## src/rtl/eth_phy_66b_pkg.sv

```systemverilog
// Shared 64b/66b definitions for the 10G PHY transmit and receive paths:
// sync header codes, the block-sync FSM state encoding and the scrambler
// polynomial taps (1 + x^39 + x^58).
package eth_phy_66b_pkg;

    localparam logic [1:0] SYNC_DATA = 2'b01;
    localparam logic [1:0] SYNC_CTRL = 2'b10;

    typedef enum logic [1:0] {
        HUNT   = 2'b00,
        SLIP   = 2'b01,
        LOCKED = 2'b10
    } sync_state_e;

    localparam int SCR_TAP_A = 39;
    localparam int SCR_TAP_B = 58;

    // Only the two codes with a transition are legal sync headers.
    function automatic logic sync_hdr_valid(input logic [1:0] hdr);
        return (hdr == SYNC_DATA) || (hdr == SYNC_CTRL);
    endfunction

endpackage

```

## src/rtl/eth_phy_66b_descrambler.sv

```systemverilog
// Self-synchronizing 64b/66b payload descrambler, polynomial 1 + x^39 + x^58,
// LSB first. The 58-bit history holds the most recently received scrambled
// bits (bit 57 newest) and advances only when en is high.
module eth_phy_66b_descrambler
    import eth_phy_66b_pkg::*;
#(
    parameter int DATA_WIDTH = 64
) (
    input  logic                  clk,
    input  logic                  rst,
    input  logic                  en,
    input  logic [DATA_WIDTH-1:0] scr_data,
    output logic [DATA_WIDTH-1:0] data
);

    logic [SCR_TAP_B-1:0]            state;
    logic [DATA_WIDTH+SCR_TAP_B-1:0] hist;

    // Old history below, current block above: hist[SCR_TAP_B + i] is bit i.
    assign hist = {scr_data, state};

    // Each output bit removes the two tap contributions from the received line.
    always_comb begin
        data = '0;
        for (int i = 0; i < DATA_WIDTH; i++) begin
            data[i] = scr_data[i] ^ hist[i + SCR_TAP_B - SCR_TAP_A] ^ hist[i];
        end
    end

    // History register keeps the newest SCR_TAP_B received bits.
    always_ff @(posedge clk) begin
        if (rst) begin
            state <= '1;
        end else if (en) begin
            // NOTE: clocked state is assigned with <= so every register samples pre-edge values.
            state <= hist[DATA_WIDTH+SCR_TAP_B-1:DATA_WIDTH];
        end
    end

endmodule

```

## src/rtl/eth_phy_66b_rx_sync.sv

```systemverilog
// Receive 64b/66b block synchronizer: hunts for block alignment via gearbox
// bitslips, declares/monitors block lock and forwards blocks once locked.
// Build option: define ETH_PHY_66B_RX_DESCRAMBLE_EN to descramble the payload;
// without it the payload is forwarded as received.
module eth_phy_66b_rx_sync
    import eth_phy_66b_pkg::*;
#(
    parameter int DATA_WIDTH          = 64,
    parameter int HDR_WIDTH           = 2,
    parameter int LOCK_COUNT          = 64,
    parameter int INVALID_LIMIT       = 16,
    parameter int BITSLIP_HIGH_CYCLES = 1,
    parameter int BITSLIP_LOW_CYCLES  = 8
) (
    input  logic                  clk,
    input  logic                  rst,
    input  logic [DATA_WIDTH-1:0] serdes_rx_data,
    input  logic [HDR_WIDTH-1:0]  serdes_rx_hdr,
    input  logic                  serdes_rx_valid,
    output logic                  serdes_rx_bitslip,
    output logic [DATA_WIDTH-1:0] rx_data,
    output logic [HDR_WIDTH-1:0]  rx_hdr,
    output logic                  rx_valid,
    output logic                  rx_block_lock,
    output logic                  rx_bad_block
);

    localparam int CNT_W  = $clog2(LOCK_COUNT + 1);
    localparam int INV_W  = $clog2(INVALID_LIMIT + 1);
    localparam int SLIP_W = $clog2(BITSLIP_HIGH_CYCLES + BITSLIP_LOW_CYCLES + 1);

    localparam logic [CNT_W-1:0]  CNT_LAST  = CNT_W'(LOCK_COUNT - 1);
    localparam logic [CNT_W-1:0]  CNT_MAX   = CNT_W'(LOCK_COUNT);
    localparam logic [INV_W-1:0]  INV_LAST  = INV_W'(INVALID_LIMIT - 1);
    localparam logic [INV_W-1:0]  INV_MAX   = INV_W'(INVALID_LIMIT);
    localparam logic [SLIP_W-1:0] SLIP_LAST = SLIP_W'(BITSLIP_HIGH_CYCLES + BITSLIP_LOW_CYCLES - 1);
    localparam logic [SLIP_W-1:0] SLIP_HIGH = SLIP_W'(BITSLIP_HIGH_CYCLES);

    sync_state_e       state, state_nxt;
    logic [CNT_W-1:0]  sh_cnt, sh_cnt_nxt, sh_cnt_inc;
    logic [INV_W-1:0]  sh_invalid_cnt, sh_invalid_nxt, sh_invalid_inc;
    logic [SLIP_W-1:0] slip_cnt, slip_cnt_nxt;
    logic              eval;
    logic              hdr_ok;
    logic              lose_lock;
    logic [DATA_WIDTH-1:0] data_out;

    // A block is evaluated only when strobed and not inside the slip/ignore window.
    assign eval   = serdes_rx_valid && (state != SLIP);
    assign hdr_ok = sync_hdr_valid(serdes_rx_hdr);

    // Saturating increments: the counters can never wrap back to zero.
    assign sh_cnt_inc     = (sh_cnt == CNT_MAX) ? sh_cnt : sh_cnt + CNT_W'(1);
    assign sh_invalid_inc = (sh_invalid_cnt == INV_MAX) ? sh_invalid_cnt
                                                        : sh_invalid_cnt + INV_W'(1);

`ifdef ETH_PHY_66B_RX_DESCRAMBLE_EN
    eth_phy_66b_descrambler #(
        .DATA_WIDTH (DATA_WIDTH)
    ) u_descrambler (
        .clk      (clk),
        .rst      (rst),
        .en       (eval),
        .scr_data (serdes_rx_data),
        .data     (data_out)
    );
`else
    assign data_out = serdes_rx_data;
`endif

    // Block-sync FSM and header counters; the slip timer runs on clock cycles.
    always_comb begin
        // NOTE: every always_comb output gets a default first so no path infers a latch.
        state_nxt      = state;
        sh_cnt_nxt     = sh_cnt;
        sh_invalid_nxt = sh_invalid_cnt;
        slip_cnt_nxt   = slip_cnt;
        lose_lock      = 1'b0;
        case (state)
            HUNT: begin
                if (eval) begin
                    if (!hdr_ok) begin
                        state_nxt    = SLIP;
                        slip_cnt_nxt = '0;
                    end else if (sh_cnt == CNT_LAST) begin
                        state_nxt      = LOCKED;
                        sh_cnt_nxt     = '0;
                        sh_invalid_nxt = '0;
                    end else begin
                        sh_cnt_nxt = sh_cnt_inc;
                    end
                end
            end
            SLIP: begin
                if (slip_cnt == SLIP_LAST) begin
                    state_nxt      = HUNT;
                    sh_cnt_nxt     = '0;
                    sh_invalid_nxt = '0;
                    slip_cnt_nxt   = '0;
                end else begin
                    slip_cnt_nxt = slip_cnt + SLIP_W'(1);
                end
            end
            LOCKED: begin
                if (eval) begin
                    // Losing lock wins over a coinciding window end.
                    if (!hdr_ok && (sh_invalid_cnt == INV_LAST)) begin
                        lose_lock    = 1'b1;
                        state_nxt    = SLIP;
                        slip_cnt_nxt = '0;
                    end else if (sh_cnt == CNT_LAST) begin
                        sh_cnt_nxt     = '0;
                        sh_invalid_nxt = '0;
                    end else begin
                        sh_cnt_nxt = sh_cnt_inc;
                        if (!hdr_ok) begin
                            sh_invalid_nxt = sh_invalid_inc;
                        end
                    end
                end
            end
            default: begin
                state_nxt = HUNT;
            end
        endcase
    end

    // State, counters and the registered output stage.
    always_ff @(posedge clk) begin
        if (rst) begin
            state             <= HUNT;
            sh_cnt            <= '0;
            sh_invalid_cnt    <= '0;
            slip_cnt          <= '0;
            serdes_rx_bitslip <= 1'b0;
            rx_data           <= '0;
            rx_hdr            <= '0;
            rx_valid          <= 1'b0;
            rx_bad_block      <= 1'b0;
        end else begin
            state             <= state_nxt;
            sh_cnt            <= sh_cnt_nxt;
            sh_invalid_cnt    <= sh_invalid_nxt;
            slip_cnt          <= slip_cnt_nxt;
            serdes_rx_bitslip <= (state_nxt == SLIP) && (slip_cnt_nxt < SLIP_HIGH);
            rx_valid          <= eval && (state == LOCKED) && !lose_lock;
            rx_bad_block      <= eval && !hdr_ok;
            if (eval) begin
                rx_data <= data_out;
                rx_hdr  <= serdes_rx_hdr;
            end
        end
    end

    assign rx_block_lock = (state == LOCKED);

endmodule

```

## config.mk

```make
export PLATFORM = sky130hd
export DESIGN_NAME = eth_phy_66b_rx_sync
export DESIGN_NICKNAME = d
export VERILOG_FILES = /design/src/rtl/eth_phy_66b_pkg.sv /design/src/rtl/eth_phy_66b_descrambler.sv /design/src/rtl/eth_phy_66b_rx_sync.sv
export SDC_FILE = /design/constraint.sdc
export NUM_CORES = 1
export LEC_CHECK = 0
export ABC_AREA = 1
export ABC_CLOCK_PERIOD_IN_PS = 4900
export BUFFER_PORTS_ARGS = -buffer_cell sky130_fd_sc_hd__buf_2
export CAP_MARGIN = 20
export CORE_MARGIN = 2
export CORE_UTILIZATION = 51
export CTS_BUF_LIST = sky130_fd_sc_hd__clkbuf_2 sky130_fd_sc_hd__clkbuf_4 sky130_fd_sc_hd__clkbuf_8
export CTS_CLUSTER_SIZE = 10
export DETAILED_ROUTE_END_ITERATION = 8
export PLACE_DENSITY = 0.88
export SYNTH_ARGS = -nofsm -noshare
export SYNTH_HDL_FRONTEND = slang
export SYNTH_SLANG_ARGS = --single-unit
```

## constraint.sdc

```tcl
create_clock -name clk -period 4.9 [get_ports clk]
set_input_delay 0.245 -clock clk [delete_from_list [all_inputs] [get_ports clk]]
set_output_delay 0.245 -clock clk [all_outputs]
set_load 0.05 [all_outputs]
```

==> summary.txt <==
Hold path
  – Hold Crit Start: serdes_rx_data[56]
  – Worst Hold End: rx_data[56]$_SDFFE_PP0N_
  – Worst hold path type: input port to register
  – Min-Delay Path Depth: 3

Yosys
  – Flops & latches, synth: 87
  – Synthesized-area fraction occupied by adder cells: 0.0249
  – Sequential share of the synthesized area: 0.495
  – Post-synth top area cell: dfxtp_1
  – Yosys top cell area share: 0.495
  – Yosys warns: 0
  – Mux contribution to synthesized area: 0
  – Distinct cells, synth: 28
  – Synth Area in Compound Gates: 0.131
  – Area contributors post-synth: dfxtp_1 50%, nor2_1 17%, o21ai_0 11%
  – Syn Nets: ~560
  – Post-Syn Area: 0.00352 mm2
  – Synth Area in Simple Gates: 0.280
  – Mapped Cells: around 480
  – Avg Cell Area, Syn: ~7.3 um2
  – Largest family of logic cells by synthesized area: simple AND/OR/NAND/NOR gates
  – XOR/XNOR Fraction of Synth Area: 0.00996

STA
  – Min Hold Slack: 0.118 ns
  – Hold Vio Cnt, Final: 0
  – Final Cycle Share: 0.505
  – Clock skew: 0.00898 ns
  – Count of pins over their slew limit: 0
  – Min Tclk post-route: ~2.5 ns
  – Worst Max-Slew Pin Slew: a little over 1 ns
  – Setup TNS: 0 ns
  – Max_slew headroom: 0.306
  – Setup violations, final: 0
  – Fmax: ~400 MHz
  – RSZ-0062 raised after global routing: false
  – Final worst slack: approximately 2.4 ns

Clock tree
  – CTS tree: yes
  – Worst-skew pair later-pin latency: 0.34 ns
  – Resized cells post-CTS: 0
  – Reg clk slew, reported paths: 0.09 ns
  – CTS H-tree lvls: 3
  – Root buf cell: clkbuf_8
  – Post-CTS Setup Repair Bufs: 0
  – Hold buffers post-CTS: 0
  – Clock tree buffer depth: 2
  – Num CTS Buffers: 9
  – CTS sink cnt: 87

Place
  – Cell Area, Placed: 0.00422 mm2
  – Detail Placement HPWL: slightly above 6000 um
  – IO buf count: 138
  – Placed insts: between 600 and 700
  – Global placer's final weighted congestion: ~0.84
  – Post-place setup slack: roughly 2.5 ns

Global routing
  – Vias in the first global route: about 3.4k
  – Total gr overflow: 0
  – Largest net degree at the start of global routing: 73
  – Total track usage: 0.232
  – Global-route wire length before repair: between 10000 and 15000 um
  – Initial antenna violation count: 0

Setup path
  – CP Capture Type: register
  – Data arrival, critical path: 2.72 ns
  – Worst Setup Path Type: register to register
  – Slowest-stage cell, CP: inv_2
  – Critical Path Most Common Cell: nand2_1
  – CP bufs+invs: 3
  – Worst path required time: 5.14 ns
  – Crit-path max FO: 72
  – FF-to-FF path depth: 10
  – Delay-heaviest family, CP: buffers and inverters
  – CP Cell Sequence: inv_2, a21oi_4, buf_4, inv_2, o21ai_0, nand2_1, nand2_1, nor2_1, nand2_1, nor2_1
  – CP max stage delay: ~0.57 ns
  – Reg-to-Reg Start: state[1]$_SDFF_PP0_
  – R2r setup slk: around 2.4 ns
  – Worst Setup Start Kind: register
  – Crit Reg-Reg Endpoint: serdes_rx_bitslip$_SDFF_PP0_

Status
  – Status: finished, final reports clean

Cells and area
  – Layout cell share with drive strength beyond 1: 0.276
  – Post-Layout Inst Area: about 0.0044 mm2
  – Net count, final: slightly below 700
  – Layout area overhead: 25.7%
  – Fillcell total: between 500 and 600
  – # diodes: 0
  – Final Util: 0.658
  – Fin cells: ~690

Route
  – Final ANT Viol Nets: 0
  – DRC: 0
  – Final WL: slightly below 9000 um
  – Routed vias: approximately 3.5k
  – First-pass detailed-route iteration total: 5
  – DR vias/cell: 5.11
  – Initial DRC count: 229
  – Wire length per cell: 12.5 um

Floorplanning
  – Die area: roughly 0.0076 mm2
  – FP Rows: 30
  – Die height: approximately 87 um
  – DIE WIDTH: ~87 um
  – Core area: roughly 0.0067 mm2
  – Num ports: ~140
  – Starting Density: 0.524

Power
  – VDD IR max: between 0.2 and 0.3 mV
  – Lkg Pwr: between 2 and 2.5 nW
  – Tot Pwr: 1.67 mW
  – Pwr dens: between 300 and 400 mW/mm2

Run
  – Max-Cap Viols: 0
==> worst register-to-register path, cell delays in order, from the launching register on <==
cell and delay, ns:
dfxtp_1 0.45, inv_2 0.10, a21oi_4 0.11, buf_4 0.50, inv_2 0.61, o21ai_0 0.32, nand2_1 0.09, nand2_1 0.07
nor2_1 0.04, nand2_1 0.05, nor2_1 0.04
==> kinds of logic (layout without fill, tap and decap cells) <==
family                   after synthesis  after routing
flip-flops                            87             87
XOR/XNOR                               4              4
AND/OR/NAND/NOR                      241            241
AO/OA/AOI/OAI                         89             89
buffers and inverters                 53            185
adder cells (fa/ha/maj)                7              7
==> final cells by class <==
cell class	instances	area, um2	share of cell area
repair buffers	140	706	0.160
clock inverters	6	67.6	0.0153
multi-input cells	341	1570	0.354
inverters	29	109	0.0246
flip-flops and latches	87	1740	0.394
well taps	80	100	0.0226
clock buffers	10	131	0.0297
==> worst max-delay path by stage <==
stage	cells past startpoint	startpoint	endpoint	slack [ns]
final	10	state[1]$_SDFF_PP0_	serdes_rx_bitslip$_SDFF_PP0_	2.42
after global routing	10	state[1]$_SDFF_PP0_	serdes_rx_bitslip$_SDFF_PP0_	2.11
after global placement	10	state[1]$_SDFF_PP0_	serdes_rx_bitslip$_SDFF_PP0_	2.52
after floorplan	8	state[1]$_SDFF_PP0_	sh_cnt[1]$_SDFFE_PP0P_	2.83
after CTS	10	state[1]$_SDFF_PP0_	serdes_rx_bitslip$_SDFF_PP0_	2.48
after detailed placement	10	state[1]$_SDFF_PP0_	serdes_rx_bitslip$_SDFF_PP0_	2.47
==> cell usage in the layout, fill, tap and decap left out, types with 4 or more instances in the layout <==
cell      count
a21oi_1      10
buf_2       138
clkbuf_8      9
dfxtp_1      87
ha_1          7
inv_1        25
inv_2         4
nand2_1      46
nand3_1      16
nor2_1      164
o21ai_0      74
==> sequential cells by signal, indices dropped and copies added (netlist names) <==
| name | flops |
|---|---|
| rx_bad_block | 1 |
| rx_data | 64 |
| rx_hdr | 2 |
| rx_valid | 1 |
| serdes_rx_bitslip | 1 |
| sh_cnt | 7 |
| sh_invalid_cnt | 5 |
| slip_cnt | 4 |
| state | 2 |
==> synth_stat cells <==
cell type / number
xor2_1: 3
nor2_4: 2
nand2_2: 1
nand4_1: 3
xnor2_1: 1
inv_2: 3
or2_2: 1
a21oi_4: 1
nand3_2: 1
buf_1: 7
a21oi_1: 10
clkbuf_1: 14
inv_1: 26
nand2_1: 46
o21ai_0: 74
o21ai_1: 3
buf_6: 1
nand3_1: 16
nand2_4: 2
nor2_1: 164
dfxtp_1: 87
and2_4: 1
buf_2: 1
clkbuf_2: 1
ha_1: 7
o211ai_1: 1
nand3b_1: 1
nor3_1: 3
==> power by group <==
part	switching [mW]	internal [mW]	total, mW	leakage, nW
Clock	0.251	0.244	0.495	0.0967
Sequential	0.0295	0.760	0.790	0.719
Combinational	0.288	0.0963	0.385	1.37
==> metal layers <==
| layer | vias up | GRT usage | routed length, um |
|---|---|---|---|
| li1 | 1775 | - | - |
| met1 | 1630 | 0.262 | 3590 |
| met2 | 121 | 0.421 | 4350 |
| met3 | 12 | 0.0597 | 628 |
| met4 | 0 | 0.0824 | 110 |
| met5 | - | 0 | 0 |
Power figures use the tool's default switching activity.
